--- src/rtl/sbus_pkg.sv ---
// Shared types and default widths for the S-bus write-burst controller.
package sbus_pkg;

  localparam int unsigned SBUS_ADDR_W = 48;
  localparam int unsigned SBUS_DATA_W = 176;
  localparam int unsigned SBUS_CNT_W  = 16;

  typedef enum logic [2:0] {
    StIdle,
    StFill,
    StLoad,
    StReq,
    StDone
  } sbus_wburst_state_t;

endpackage

--- src/rtl/sbus_ack_timer.sv ---
// Counts cycles spent waiting for Swack; expired is asserted on the AckTimeout-th enabled cycle.
module sbus_ack_timer #(
  parameter int unsigned AckTimeout = 1024
) (
  input  logic clk_i,
  input  logic rst_i,
  input  logic clear_i,
  input  logic enable_i,
  output logic expired_o
);

  localparam int unsigned TW = $clog2(AckTimeout + 1);

  logic [TW-1:0] count_q, count_d;

  assign expired_o = enable_i && (count_q == TW'(AckTimeout - 1));

  always_comb begin
    count_d = count_q;
    if (clear_i) begin
      count_d = '0;
    end else if (enable_i && !expired_o) begin
      count_d = count_q + TW'(1);
    end
  end

  always_ff @(posedge clk_i) begin
    if (rst_i) begin
      count_q <= '0;
    end else begin
      count_q <= count_d;
    end
  end

endmodule

--- src/rtl/sbus_wburst_ctrl.sv ---
// S-bus write-burst controller: pops one FIFO entry per word and writes it with a request/ack handshake.
// Optional ack timeout enabled by defining SBUS_WTIMEOUT_EN.
module sbus_wburst_ctrl
  import sbus_pkg::*;
#(
  parameter int unsigned ADDR_W      = SBUS_ADDR_W,
  parameter int unsigned DATA_W      = SBUS_DATA_W,
  parameter int unsigned CNT_W       = SBUS_CNT_W,
  parameter int unsigned ACK_TIMEOUT = 1024
) (
  input  logic              Sclk,
  input  logic              Sreset,
  input  logic              start,
  input  logic [CNT_W-1:0]  numwords,
  input  logic              wrequest,
  input  logic [ADDR_W-1:0] waddr,
  input  logic [DATA_W-1:0] wdata,
  input  logic              Swack,
  output logic              Swrequest,
  output logic [ADDR_W-1:0] Swaddr,
  output logic [DATA_W-1:0] Swdata,
  output logic              fifo_read,
  output logic              incr_store_addr,
  output logic [CNT_W-1:0]  words_sent,
  output logic              busy,
  output logic              done,
  output logic              error
);

  sbus_wburst_state_t state_q, state_d;
  logic [CNT_W-1:0]   len_q, len_d;
  logic [CNT_W-1:0]   sent_q, sent_d, sent_inc;
  logic               swreq_q, swreq_d;
  logic [ADDR_W-1:0]  addr_q, addr_d;
  logic [DATA_W-1:0]  data_q, data_d;
  logic               err_q, err_d;
  logic               pop, incr;
  logic               timeout;

`ifdef SBUS_WTIMEOUT_EN
  sbus_ack_timer #(
    .AckTimeout(ACK_TIMEOUT)
  ) u_ack_timer (
    .clk_i    (Sclk),
    .rst_i    (Sreset),
    .clear_i  (state_q == StLoad),
    .enable_i (state_q == StReq),
    .expired_o(timeout)
  );
`else
  assign timeout = 1'b0;
`endif

  // A zero timeout would abort every word before it could be acked.
  a_timeout_nonzero : assert property (@(posedge Sclk) ACK_TIMEOUT > 0);

  always_comb begin
    state_d  = state_q;
    len_d    = len_q;
    sent_d   = sent_q;
    swreq_d  = swreq_q;
    addr_d   = addr_q;
    data_d   = data_q;
    err_d    = err_q;
    pop      = 1'b0;
    incr     = 1'b0;
    sent_inc = sent_q + CNT_W'(1);
    unique case (state_q)
      StIdle: begin
        if (start) begin
          len_d   = numwords;
          sent_d  = '0;
          err_d   = 1'b0;
          state_d = (numwords == '0) ? StDone : StFill;
        end
      end
      StFill: begin
        if (wrequest) begin
          pop     = 1'b1;
          state_d = StLoad;
        end
      end
      StLoad: begin
        addr_d  = waddr;
        data_d  = wdata;
        swreq_d = 1'b1;
        state_d = StReq;
      end
      StReq: begin
        // Ack takes priority over a timeout landing in the same cycle.
        if (Swack) begin
          swreq_d = 1'b0;
          sent_d  = sent_inc;
          if (sent_inc == len_q) begin
            state_d = StDone;
          end else begin
            incr    = 1'b1;
            state_d = StFill;
          end
        end else if (timeout) begin
          swreq_d = 1'b0;
          err_d   = 1'b1;
          state_d = StDone;
        end
      end
      StDone: begin
        if (!start) begin
          state_d = StIdle;
        end
      end
      default: state_d = StIdle;
    endcase
  end

  always_ff @(posedge Sclk) begin
    if (Sreset) begin
      state_q <= StIdle;
      len_q   <= '0;
      sent_q  <= '0;
      swreq_q <= 1'b0;
      addr_q  <= '0;
      data_q  <= '0;
      err_q   <= 1'b0;
    end else begin
      state_q <= state_d;
      len_q   <= len_d;
      sent_q  <= sent_d;
      swreq_q <= swreq_d;
      addr_q  <= addr_d;
      data_q  <= data_d;
      err_q   <= err_d;
    end
  end

  // Pulses are suppressed while reset is held so an abandoned burst emits nothing.
  assign fifo_read       = pop && !Sreset;
  assign incr_store_addr = incr && !Sreset;
  assign Swrequest       = swreq_q;
  assign Swaddr          = addr_q;
  assign Swdata          = data_q;
  assign words_sent      = sent_q;
  assign busy            = (state_q == StFill) || (state_q == StLoad) || (state_q == StReq);
  assign done            = (state_q == StDone);
  assign error           = err_q;

endmodule

--- config.mk ---
export PLATFORM = sky130hd
export DESIGN_NAME = sbus_wburst_ctrl
export DESIGN_NICKNAME = d
export VERILOG_FILES = /design/src/rtl/sbus_pkg.sv /design/src/rtl/sbus_ack_timer.sv /design/src/rtl/sbus_wburst_ctrl.sv
export SDC_FILE = /design/constraint.sdc
export NUM_CORES = 1
export LEC_CHECK = 0
export ABC_CLOCK_PERIOD_IN_PS = 5500
export BUFFER_PORTS_ARGS = -buffer_cell sky130_fd_sc_hd__buf_4
export CAP_MARGIN = 20
export CORE_AREA = 2 2 189 191
export CTS_BUF_LIST = sky130_fd_sc_hd__clkbuf_2
export CTS_CLUSTER_DIAMETER = 50
export DETAILED_ROUTE_END_ITERATION = 12
export DIE_AREA = 0 0 191 193
export SYNTH_ARGS = -nofsm -noshare
export SYNTH_HDL_FRONTEND = slang
export SYNTH_SLANG_ARGS = --single-unit
--- constraint.sdc ---
create_clock -name Sclk -period 5.5 [get_ports Sclk]
set_input_delay 0.825 -clock Sclk [delete_from_list [all_inputs] [get_ports Sclk]]
set_output_delay 0.825 -clock Sclk [all_outputs]
set_load 0.005 [all_outputs]
-- Word level (Yosys, flattened, before mapping)
Index checks and enable logic that the tools add are counted.
- memory bits (read-only): 0
- word-level logic and storage cells: 46
- input bits: 245
- bits in writable memories: 0
- register bits: 260
- memories: 0
- latch bits: 0
- $add $sub $neg: 1
- multipliers: 0
- shift-type cells: 0
- equality and inequality tests: 9
- order comparisons: 0
- muxes and demuxes: 17
- divide/modulo/power cells: 0
- reductions and logical operators: 13
- bitwise logic cells: 0
- operator list (kind ; count):
    $mux 16 ; 2
    $pmux 16 s2 ; 1
    $mux 3 ; 6
    $add 16x1->16 const B ; 1
    $eq 16x16->1 ; 1
    $logic_not 16->1 ; 1
    $pmux 3 s5 ; 1
    $ne 2x2->1 const B ; 4
    $eq 3x2->1 const B ; 2
    $mux 1 ; 6
    $reduce_and 2->1 ; 2
    $reduce_and 4->1 ; 1
    $reduce_bool 2->1 ; 2
    $eq 3x1->1 const B ; 1
    $eq 3x3->1 const B ; 1
    $logic_not 3->1 ; 1
    $reduce_and 3->1 ; 1
    $logic_and 1x1->1 ; 2
    $logic_or 1x1->1 ; 2
    $pmux 1 s2 ; 1
    $logic_not 1->1 ; 1

-- Depth between registers and ports, before layout
Gate-level depths: netlist (run 1).
- depth in word-level cells: 6
- depth in mapped cells: 8

-- Worst setup path after synthesis (run 1)
OpenSTA, ideal clock, no wires.
- path type: reg-to-output
- from: register sent_q[0], in the netlist words_sent[0]
- to: output port incr_store_addr
- stages on the path, launching flop included: 8
- data required time: 4.675 ns
- buffers on the path: 0
- path slack: 2.680 ns
- arrival time: 1.995 ns
- path through: dfxtp_1 > ha_1 > nand3_2 > nor4_4 > xnor2_1 > nor4_2 > nand4_1 > nor3b_1
- word-level cells in the longest chain between the ends: 6
- RTL lines (item ; line ; text):
    start: declaration ; sbus_wburst_ctrl.sv:32 ; logic [CNT_W-1:0] sent_q, sent_d, sent_inc;
    start signal: assignment ; sbus_wburst_ctrl.sv:127 ; sent_q <= sent_d;
    $add 16x1->16 ; sbus_wburst_ctrl.sv:67 ; sent_inc = sent_q + CNT_W'(1);
    $eq 16x16->1 ; sbus_wburst_ctrl.sv:94 ; if (sent_inc == len_q) begin
    $mux 1 ; sbus_wburst_ctrl.sv:94 ;
    $mux 1 ; sbus_wburst_ctrl.sv:91 ; if (Swack) begin
    $mux 1 ; sbus_wburst_ctrl.sv:68 ; unique case (state_q)
    $logic_and 1x1->1 ; sbus_wburst_ctrl.sv:137 ; assign incr_store_addr = incr && !Sreset;
    end: declaration ; sbus_wburst_ctrl.sv:23 ; output logic incr_store_addr,
No other way between the ends.

-- Worst setup path in the final report (run 1)
Same ends and word-level chain as after synthesis.

==> flow_metrics.env, run 1 <==
export IMPL_clockBufferDepth=3
export IMPL_r2r_end="Swdata[130]$_SDFFE_PP0P_"
export IMPL_overflow=0
export IMPL_setup_viol=0
export IMPL_routed_via_density=4.53
export IMPL_seqCellArea_mm2=0.00520
export IMPL_drtIter0Drc=470
export IMPL_crit_fanout=8
export IMPL_ioPinCount=491
export IMPL_finalHoldViolCount=0
export IMPL_cp_top_family="simple AND/OR/NAND/NOR gates"
export IMPL_grt_pass1_wl_mm=51.9
export IMPL_syn_instance_count=1253
export IMPL_powerDensity_mw_per_mm2=269
export IMPL_ir_drop_v=0.000176
export IMPL_synth_flop_cell="dfxtp_1"
export IMPL_clkSinkCount=260
export IMPL_cts_buffers=74
export IMPL_synth_enable_flop_cells=0
export IMPL_achievable_frequency_mhz=235
export IMPL_grt_pass1_vias=10200
export IMPL_syn_area_per_cell_um2=7.75
export IMPL_wl_per_cell_um=14.9
export IMPL_grt_max_degree=110
export IMPL_drc=0
export IMPL_drive_gt1_frac=0.332
export IMPL_fin_crit_ns=4.25
export IMPL_worst_hold_slack_ns=0.171
export IMPL_wirelength_mm=35.0
export IMPL_hp_class="in2reg"
export IMPL_clk_latency_ns=0.91
export IMPL_cts_tree="done"
export IMPL_clk_pin_slew_ns=0.10
export IMPL_worstPathBufferInverterCount=1
export IMPL_gp_congestion=0.855
export IMPL_finish_instance_area_mm2=0.0156
export IMPL_crit_arrival_ns=3.42
export IMPL_reg2reg_depth=5
export IMPL_crit_chain="ha_1, nand3_2, nor4_4, xnor2_1, nor4_2, nand4_1, nor3b_1, buf_4"
export IMPL_coreArea_mm2=0.0350
export IMPL_area_delta_synth_final_pct=60.4
export IMPL_startpoint_type="register"
export IMPL_cp_slowest_cell="dfxtp_1"
export IMPL_relSlewSlack=0.330
export IMPL_cts_resized_gates=0
export IMPL_die_h_um=193
export IMPL_yosysWarnings=0
export IMPL_tightest_slew_ns=1.00
export IMPL_final_setup_tns_ns=0
export IMPL_io_buffers=489
export IMPL_cp_slowest_stage_delay_ns=0.52
export IMPL_cts_root_buf="clkbuf_2"
export IMPL_ant_nets=0
export IMPL_multi_input_area_mm2=0.00415
export IMPL_syn_cell_area_mm2=0.00972
export IMPL_finalMaxSlewViolations=0
export IMPL_dpl_hpwl_mm=23.6
export IMPL_cts_max_level=3
export IMPL_netlist_cell_type_count=46
export IMPL_min_delay_start="wdata[168]"
export IMPL_timing_rr_start="state_q[2]$_SDFFE_PP0P_"
export IMPL_finalCritPeriodShare=0.772
export IMPL_power_leakage_nw=6.67
export IMPL_start_util=0.278
export IMPL_outcome="finished clean"
export IMPL_synth_yosys_seq_area_share=0.536
export IMPL_min_path_cells=3
export IMPL_syn_nets=1499
export IMPL_rrSetupSlack_ns=2.87
export IMPL_async_reset_ff_frac=0
export IMPL_layout_nets=2088
export IMPL_rows=69
export IMPL_fill_cells=3527
export IMPL_max_cap_violations=0
export IMPL_crit_path_end_kind="output pin"
export IMPL_place_area_mm2=0.0137
export IMPL_rsz0062_at_grt="false"
export IMPL_die_w_um=191
export IMPL_ys_ff_latch=260
export IMPL_critical_path_class="reg2out"
export IMPL_vias=10700
export IMPL_dieArea_mm2=0.0369
export IMPL_skew_ns=0.0336
export IMPL_worstHoldEndpoint="Swdata[168]$_SDFFE_PP0P_"
export IMPL_drt_first_pass_iters=5
export IMPL_grt_use_total=0.177
export IMPL_worstPathRequired_ns=4.68
export IMPL_antenna_found_initial=1
export IMPL_postCtsSetupBuffers=0
-- where the power goes --
| group | switching [mW] | leakage, nW | internal [mW] |
|---|---|---|---|
| clock | 0.840 | 0.555 | 0.765 |
| combinational | 0.268 | 4.01 | 0.316 |
| sequential | 0.0492 | 2.11 | 1.96 |
-- timing repair --
item,in CTS,in global routing
setup endpoints to repair,0,0
hold buffers,109,0
hold endpoints to repair,109,0
-- flip-flops by register name, indices dropped and copies added (netlist names) --
name,flops
Swdata,176
Swaddr,48
len_q,16
words_sent,16
state_q,3
Swrequest,1
-- worst max path at each step --
| stage | start | endpoint | cells past startpoint |
|---|---|---|---|
| 2_1_floorplan | words_sent[0]$_SDFFE_PP0P_ | incr_store_addr | 7 |
| 3_3_place_gp | words_sent[0]$_SDFFE_PP0P_ | incr_store_addr | 8 |
| 3_5_place_dp | words_sent[0]$_SDFFE_PP0P_ | incr_store_addr | 8 |
| 4_1_cts | words_sent[0]$_SDFFE_PP0P_ | incr_store_addr | 8 |
| 5_1_grt | words_sent[0]$_SDFFE_PP0P_ | incr_store_addr | 8 |
| 6_report | words_sent[0]$_SDFFE_PP0P_ | incr_store_addr | 8 |
-- placed cells by master, fill, tap and decap left out, types with 2 or more instances in the layout --
| cell | count |
|---|---|
| dlygate4sd3_1 | 109 |
| nand3_1 | 7 |
| nor4_4 | 2 |
| nor3_1 | 8 |
| buf_4 | 493 |
| clkinv_2 | 3 |
| nand4_1 | 4 |
| clkbuf_2 | 110 |
| mux2i_1 | 3 |
| a31oi_1 | 4 |
| or4_1 | 2 |
| clkinv_1 | 10 |
| o21ai_0 | 15 |
| nand4_4 | 2 |
| bufinv_16 | 5 |
| dfxtp_1 | 260 |
| a311oi_1 | 2 |
| a22oi_1 | 3 |
| nor2_1 | 28 |
| inv_1 | 4 |
| xor2_1 | 8 |
| nor4_1 | 8 |
| and4_1 | 2 |
| clkinvlp_4 | 2 |
| a211oi_1 | 2 |
| a21oi_1 | 256 |
| buf_12 | 3 |
| xnor2_1 | 12 |
| nor3_2 | 2 |
| nand2_1 | 495 |
| nand3b_1 | 3 |
| nand2b_1 | 6 |
| and3_1 | 3 |
-- tightest hold or removal path, stage by stage --
cell,delay (ns)
buf_4,0.11
nand2_1,0.04
a21oi_1,0.05
-- cell type report --
type,instances,share of cell area
sequential,260,0.334
tap,461,0.0370
clock buffer,110,0.0353
antenna,1,0.000161
inverter,4,0.000964
timing repair buffer,606,0.312
clock inverter,20,0.0140
multi-input combinational,896,0.266
-- logic make-up (layout without fill, tap and decap cells) --
group,count (synthesis),count (layout),share of synthesized area
adders and majority gates,1,1,0.00129
muxes,3,3,0.00309
buffers and inverters,97,740,0.0385
other,1,2,0.000386
xor gates and xnor gates,20,20,0.0180
DFF,260,260,0.536
and+or+nand+nor,582,582,0.247
AOI/OAI and AO/OA,289,289,0.156
-- stage by stage --
| step | util | power (mW) | setup slack, ns | instances |
|---|---|---|---|---|
| floorplan | - | 2.26 | 2.68 | 1253 |
| global placement | 0.392 | 2.57 | 2.30 | 2117 |
| detailed placement | 0.392 | 2.57 | 2.23 | 2117 |
| CTS | 0.445 | 4.28 | 1.10 | 2356 |
| global route | 0.446 | 4.45 | 0.834 | 2358 |
| finish | 0.446 | 4.20 | 1.25 | 2358 |
-- cells in the mapped netlist, types with 2 or more instances --
cell	number	area, µm²
a21oi_1	256	1280
nor4_4	2	42.5
nor4_1	8	50.1
a211oi_1	2	15.0
dfxtp_1	260	5200
xnor2_1	12	105
nor3_1	8	40.0
clkbuf_1	81	304
nand3b_1	3	22.5
a311oi_1	2	17.5
nor2_1	29	109
buf_2	5	25.0
nand4_1	4	25.0
a22oi_1	3	22.5
a31oi_1	4	25.0
nand2b_1	6	37.5
o21ai_0	15	75.1
mux2i_1	3	30.0
nand2_1	495	1860
xor2_1	8	70.1
inv_1	4	15.0
nor3_2	2	20.0
and3_1	3	18.8
nand4_4	2	42.5
buf_1	6	22.5
or4_1	2	15.0
and4_1	2	17.5
nand3_1	7	35.0
or2_2	2	12.5
-- metal layers --
layer | up-vias | GRT usage | wire length [µm]
met3 | 69 | 0.0693 | 3360
li1 | 5324 | - | -
met4 | 0 | 0.0871 | 968
met5 | - | 0 | 0
met1 | 4849 | 0.193 | 13300
met2 | 433 | 0.300 | 17400
No activity file was read; power rests on OpenSTA's default activity.
==> run 2, diff against run 1 <==
--- a/config.mk
+++ b/config.mk
@@ -5,14 +5,14 @@
 export SDC_FILE = /design/constraint.sdc
 export NUM_CORES = 1
 export LEC_CHECK = 0
-export ABC_CLOCK_PERIOD_IN_PS = 5500
+export ABC_CLOCK_PERIOD_IN_PS = 3800
 export BUFFER_PORTS_ARGS = -buffer_cell sky130_fd_sc_hd__buf_4
 export CAP_MARGIN = 20
-export CORE_AREA = 2 2 189 191
+export CORE_AREA = 2 2 188 190
 export CTS_BUF_LIST = sky130_fd_sc_hd__clkbuf_2
 export CTS_CLUSTER_DIAMETER = 50
 export DETAILED_ROUTE_END_ITERATION = 12
-export DIE_AREA = 0 0 191 193
+export DIE_AREA = 0 0 190 192
 export SYNTH_ARGS = -nofsm -noshare
 export SYNTH_HDL_FRONTEND = slang
 export SYNTH_SLANG_ARGS = --single-unit
==> constraint.sdc (replaced) <==
create_clock -name Sclk -period 3.8 [get_ports Sclk]
set_input_delay 0.57 -clock Sclk [delete_from_list [all_inputs] [get_ports Sclk]]
set_output_delay 0.57 -clock Sclk [all_outputs]
set_load 0.005 [all_outputs]
==> flow_metrics.env, run 2 (synthesized netlist as in run 1, its figures left out) <==
export IMPL_outcome="finished clean"
export IMPL_powerDensity_mw_per_mm2=344
export IMPL_rsz0062_at_grt="false"
export IMPL_power_leakage_nw=7.18
export IMPL_worstPathRequired_ns=3.23
export IMPL_wl_per_cell_um=15.2
export IMPL_start_util=0.283
export IMPL_timing_rr_start="words_sent[9]$_SDFFE_PP0P_"
export IMPL_mostFrequentLayoutCells="buf_4, nand2_1, a21oi_1, dfxtp_1, dlygate4sd3_1"
export IMPL_crit_path_end_kind="output pin"
export IMPL_drtIter0Drc=396
export IMPL_clk_pin_slew_ns=0.10
export IMPL_tightest_slew_ns=0.910
export IMPL_skew_ns=0.0990
export IMPL_achievable_frequency_mhz=286
export IMPL_ant_nets=0
export IMPL_grt_use_total=0.196
export IMPL_worstHoldEndpoint="state_q[1]$_SDFFE_PP0P_"
export IMPL_min_path_cells=4
export IMPL_clk_latency_ns=0.90
export IMPL_vias=11300
export IMPL_drt_first_pass_iters=5
export IMPL_cp_slowest_stage_delay_ns=0.43
export IMPL_hp_class="in2reg"
export IMPL_final_setup_tns_ns=0
export IMPL_finalCritPeriodShare=0.921
export IMPL_cts_tree="done"
export IMPL_wirelength_mm=37.7
export IMPL_area_delta_synth_final_pct=73.2
export IMPL_drc=0
export IMPL_overflow=0
export IMPL_layout_commonest_cell="buf_4"
export IMPL_drive_gt1_frac=0.314
export IMPL_io_buffers=489
export IMPL_r2r_end="state_q[0]$_SDFFE_PP0P_"
export IMPL_crit_fanout=8
export IMPL_startpoint_type="register"
export IMPL_max_cap_violations=0
export IMPL_routed_via_density=4.56
export IMPL_grt_pass1_wl_mm=57.1
export IMPL_largest_register_ffs=176
export IMPL_grt_pass1_vias=11100
export IMPL_layout_nets=2230
export IMPL_critical_path_class="reg2out"
export IMPL_reg2reg_depth=6
export IMPL_coreArea_mm2=0.0343
export IMPL_rrSetupSlack_ns=1.48
export IMPL_dpl_hpwl_mm=24.5
export IMPL_crit_arrival_ns=2.93
export IMPL_critPathMostFrequentCell="nand4_1"
export IMPL_ir_drop_v=0.000224
export IMPL_min_delay_start="wrequest"
export IMPL_cts_root_buf="clkbuf_2"
export IMPL_cp_slowest_cell="dfxtp_2"
export IMPL_clkSinkCount=260
export IMPL_die_w_um=190
export IMPL_setup_viol=0
export IMPL_cts_max_level=3
export IMPL_crit_chain="ha_2, nand3_4, o21ai_0, nand4_1, nor4_2, nand4_1, nor3b_1, buf_4"
export IMPL_dieArea_mm2=0.0365
export IMPL_antenna_found_initial=2
export IMPL_grt_max_degree=135
export IMPL_finalWorstSetupSlack_ns=0.301
export IMPL_fin_crit_ns=3.50
export IMPL_rows=68
export IMPL_die_h_um=192
export IMPL_ioPinCount=491
export IMPL_clockBufferDepth=3
export IMPL_finalMaxSlewViolations=0
export IMPL_gp_congestion=0.856
export IMPL_finalHoldViolCount=0
export IMPL_relSlewSlack=0.393
export IMPL_cts_buffers=75
export IMPL_place_ws_ns=0.751
## run 2: timing repair
action,in CTS,in global routing
gates resized for setup,7,6
endpoints found under the setup margin,1,1
setup buffers,2,0
hold buffers,243,0
pin swaps,2,0
gates cloned,0,0
hold endpoints to repair,245,0
## run 2: report_power, final
group	internal, mW	total [mW]	switching (mW)
clock network	0.731	1.90	1.17
logic	0.553	0.980	0.426
registers	2.84	2.91	0.0706
## run 2: critical path, delay by kind of cell (launching register included)
family	cells	cell delay [ns]
compound gates	1	0.20
fa+ha+maj	1	0.28
buf+inv	1	0.16
flops	1	0.43
simple gates	5	0.95
## run 2: worst max-delay path by stage
stage	start	end	slack, ns	cells past startpoint
after floorplan	words_sent[0]$_SDFFE_PP0P_	incr_store_addr	1.23	7
after global placement	words_sent[0]$_SDFFE_PP0P_	incr_store_addr	0.80	8
after detailed placement	words_sent[0]$_SDFFE_PP0P_	incr_store_addr	0.75	8
after CTS	words_sent[0]$_SDFFE_PP0P_	incr_store_addr	0.06	8
after global routing	words_sent[0]$_SDFFE_PP0P_	incr_store_addr	0.04	8
final	words_sent[0]$_SDFFE_PP0P_	incr_store_addr	0.30	8
## run 2: per-stage QoR
stage               hold slack, ns  utilization  instances  instance area [µm²]  power [mW]
global placement             0.442        0.401       2117                13800        3.72
detailed placement           0.447        0.401       2117                13800        3.73
floorplan                    0.448            -       1253                 9720        3.27
global route                0.0839        0.491       2483                16800        6.15
CTS                         0.0376        0.490       2482                16800        5.89
finish                       0.201        0.491       2483                16800        5.79
## run 2: per-layer routing
| layer | vias up | share of wire | global-route usage |
|---|---|---|---|
| met5 | - | 0 | 0 |
| met4 | 0 | 0.036 | 0.0996 |
| met3 | 90 | 0.084 | 0.0687 |
| met2 | 470 | 0.49 | 0.333 |
| met1 | 5154 | 0.39 | 0.218 |
| li1 | 5602 | - | - |
## run 2: layout make-up
class / instances / area, µm²
antenna: 1 / 2.50
clock buffer: 106 / 531
clock inverter: 14 / 52.6
fill: 3226 / 17500
inverter: 4 / 15.0
multi-input combinational: 896 / 4170
sequential: 260 / 5220
tap: 455 / 569
timing repair buffer: 747 / 6270
==> run 3, diff against run 2 <==
--- a/config.mk
+++ b/config.mk
@@ -6,13 +6,13 @@
 export NUM_CORES = 1
 export LEC_CHECK = 0
 export ABC_CLOCK_PERIOD_IN_PS = 3800
-export BUFFER_PORTS_ARGS = -buffer_cell sky130_fd_sc_hd__buf_4
 export CAP_MARGIN = 20
-export CORE_AREA = 2 2 188 190
+export CORE_AREA = 2 2 192 194
 export CTS_BUF_LIST = sky130_fd_sc_hd__clkbuf_2
 export CTS_CLUSTER_DIAMETER = 50
 export DETAILED_ROUTE_END_ITERATION = 12
-export DIE_AREA = 0 0 190 192
+export DIE_AREA = 0 0 194 196
+export DONT_BUFFER_PORTS = 1
 export SYNTH_ARGS = -nofsm -noshare
 export SYNTH_HDL_FRONTEND = slang
 export SYNTH_SLANG_ARGS = --single-unit
==> flow_metrics.env, run 3 (synthesized netlist as in run 1, its figures left out) <==
export IMPL_vias=9781
export IMPL_die_w_um=194
export IMPL_crit_chain="ha_2, nand3_4, nor4_4, xnor2_1, nor4_2, nand4_1, nor3b_2"
export IMPL_area_delta_synth_final_pct=36.8
export IMPL_drtIter0Drc=507
export IMPL_power_leakage_nw=4.82
export IMPL_cts_max_level=3
export IMPL_clk_latency_ns=0.91
export IMPL_die_h_um=196
export IMPL_drive_gt1_frac=0.0913
export IMPL_outcome="finished clean"
export IMPL_multi_input_area_mm2=0.00417
export IMPL_grt_max_degree=218
export IMPL_dp_cells=1636
export IMPL_crit_arrival_ns=2.93
export IMPL_cp_top_family="simple AND/OR/NAND/NOR gates"
export IMPL_finalHoldViolCount=0
export IMPL_rsz0062_at_grt="false"
export IMPL_coreArea_mm2=0.0361
export IMPL_startpoint_type="register"
export IMPL_total_power_mw=5.56
export IMPL_achievable_frequency_mhz=286
export IMPL_clk_pin_slew_ns=0.10
export IMPL_fill_cells=3614
export IMPL_antenna_found_initial=1
export IMPL_rows=70
export IMPL_ant_nets=0
export IMPL_cts_tree="done"
export IMPL_busiest_layer="met2"
export IMPL_critical_path_class="reg2out"
export IMPL_ir_drop_v=0.000210
export IMPL_met3_usage=0.0602
export IMPL_ioPinCount=491
export IMPL_start_util=0.269
export IMPL_finalCritPeriodShare=0.920
export IMPL_wirelength_mm=33.7
export IMPL_worstPathRequired_ns=3.23
export IMPL_final_setup_tns_ns=0
export IMPL_routed_via_density=4.88
export IMPL_max_cap_violations=0
export IMPL_layout_nets=1742
export IMPL_drc=0
export IMPL_crit_path_end_kind="output pin"
export IMPL_relSlewSlack=0.187
export IMPL_met2_usage=0.286
export IMPL_skew_ns=0.0789
export IMPL_seqCellArea_mm2=0.00522
export IMPL_hp_class="in2reg"
export IMPL_place_ws_ns=0.804
export IMPL_clkSinkCount=260
export IMPL_grt_pass1_vias=9699
export IMPL_met1_usage=0.181
export IMPL_cts_root_buf="clkbuf_2"
export IMPL_clockBufferDepth=3
export IMPL_worstPathBufferInverterCount=0
export IMPL_drt_first_pass_iters=5
export IMPL_layout_commonest_cell="nand2_1"
export IMPL_final_cells=2004
export IMPL_cts_buffers=69
export IMPL_tightest_slew_ns=1.22
export IMPL_grt_use_total=0.168
export IMPL_grt_pass1_wl_mm=51.5
export IMPL_powerDensity_mw_per_mm2=418
export IMPL_finalWorstSetupSlack_ns=0.304
export IMPL_mostFrequentLayoutCells="nand2_1, a21oi_1, dlygate4sd3_1, dfxtp_1, clkbuf_2"
export IMPL_gp_congestion=0.827
export IMPL_io_buffers=0
export IMPL_cp_slowest_stage_delay_ns=0.42
export IMPL_dpl_hpwl_mm=21.0
export IMPL_fin_crit_ns=3.50
export IMPL_overflow=0
export IMPL_wl_per_cell_um=16.8
export IMPL_largest_register_ffs=176
export IMPL_finalMaxSlewViolations=0
export IMPL_cp_slowest_cell="dfxtp_2"
export IMPL_dieArea_mm2=0.0380
export IMPL_setup_viol=0
export IMPL_crit_fanout=8
[run 3: cell types whose count changed in the layout (fill, tap and decap cells not counted), moves of 2 or more]
cell,delta
buf_4,-493
dlygate4sd3_1,+12
clkbuf_2,-9
clkinv_1,-8
bufinv_16,+3
clkinv_2,+2
[run 3: metrics by stage]
step / util / instance area, µm² / hold slack [ns]
2_1_floorplan: - / 9720 / 0.448
3_3_place_gp: 0.279 / 10000 / 0.455
3_5_place_dp: 0.279 / 10000 / 0.463
4_1_cts: 0.368 / 13300 / 0.0761
5_1_grt: 0.368 / 13300 / 0.139
6_report: 0.368 / 13300 / 0.163
[run 3: power breakdown]
| group | internal, mW | total [mW] | switching, mW | leakage, nW |
|---|---|---|---|---|
| combinational | 0.287 | 0.599 | 0.312 | 2.24 |
| sequential | 2.84 | 2.94 | 0.108 | 2.11 |
| clock | 0.875 | 2.02 | 1.14 | 0.469 |
[run 3: final timing paths]
kind | from | to | slack (ns) | cells after the start
worst max-delay path | words_sent[1]$_SDFFE_PP0P_ | incr_store_addr | 0.30 | 7
worst max register to register | words_sent[1]$_SDFFE_PP0P_ | state_q[2]$_SDFFE_PP0P_ | 1.00 | 9
worst min register to register | Swdata[3]$_SDFFE_PP0P_ | Swdata[3]$_SDFFE_PP0P_ | 0.48 | 2
worst min-delay path | Sreset | Swaddr[36]$_SDFFE_PP0P_ | 0.16 | 2
[run 3: routing by layer]
layer	vias to the layer above	wire length (µm)	part of all wire
li1	4619	-	-
met1	4545	12200	0.36
met2	524	16900	0.50
met3	93	3290	0.098
met4	0	1300	0.039
met5	-	0	0
[run 3: repair_timing]
item	4_1_cts	5_1_grt
endpoints found under the setup margin	1	1
buffers inserted	1	0
resized for setup	6	9
endpoints found under the hold margin	260	0
hold buffers	256	0
cloned	0	0
pin swaps	1	2
[run 3: area by class of cell]
class | instances | share of cell area
antenna | 2 | 0.000376
clock buffer | 97 | 0.0365
clock inverter | 12 | 0.00951
inverter | 4 | 0.00113
multi-input combinational | 896 | 0.314
sequential | 260 | 0.393
tap | 468 | 0.0440
timing repair buffer | 265 | 0.202
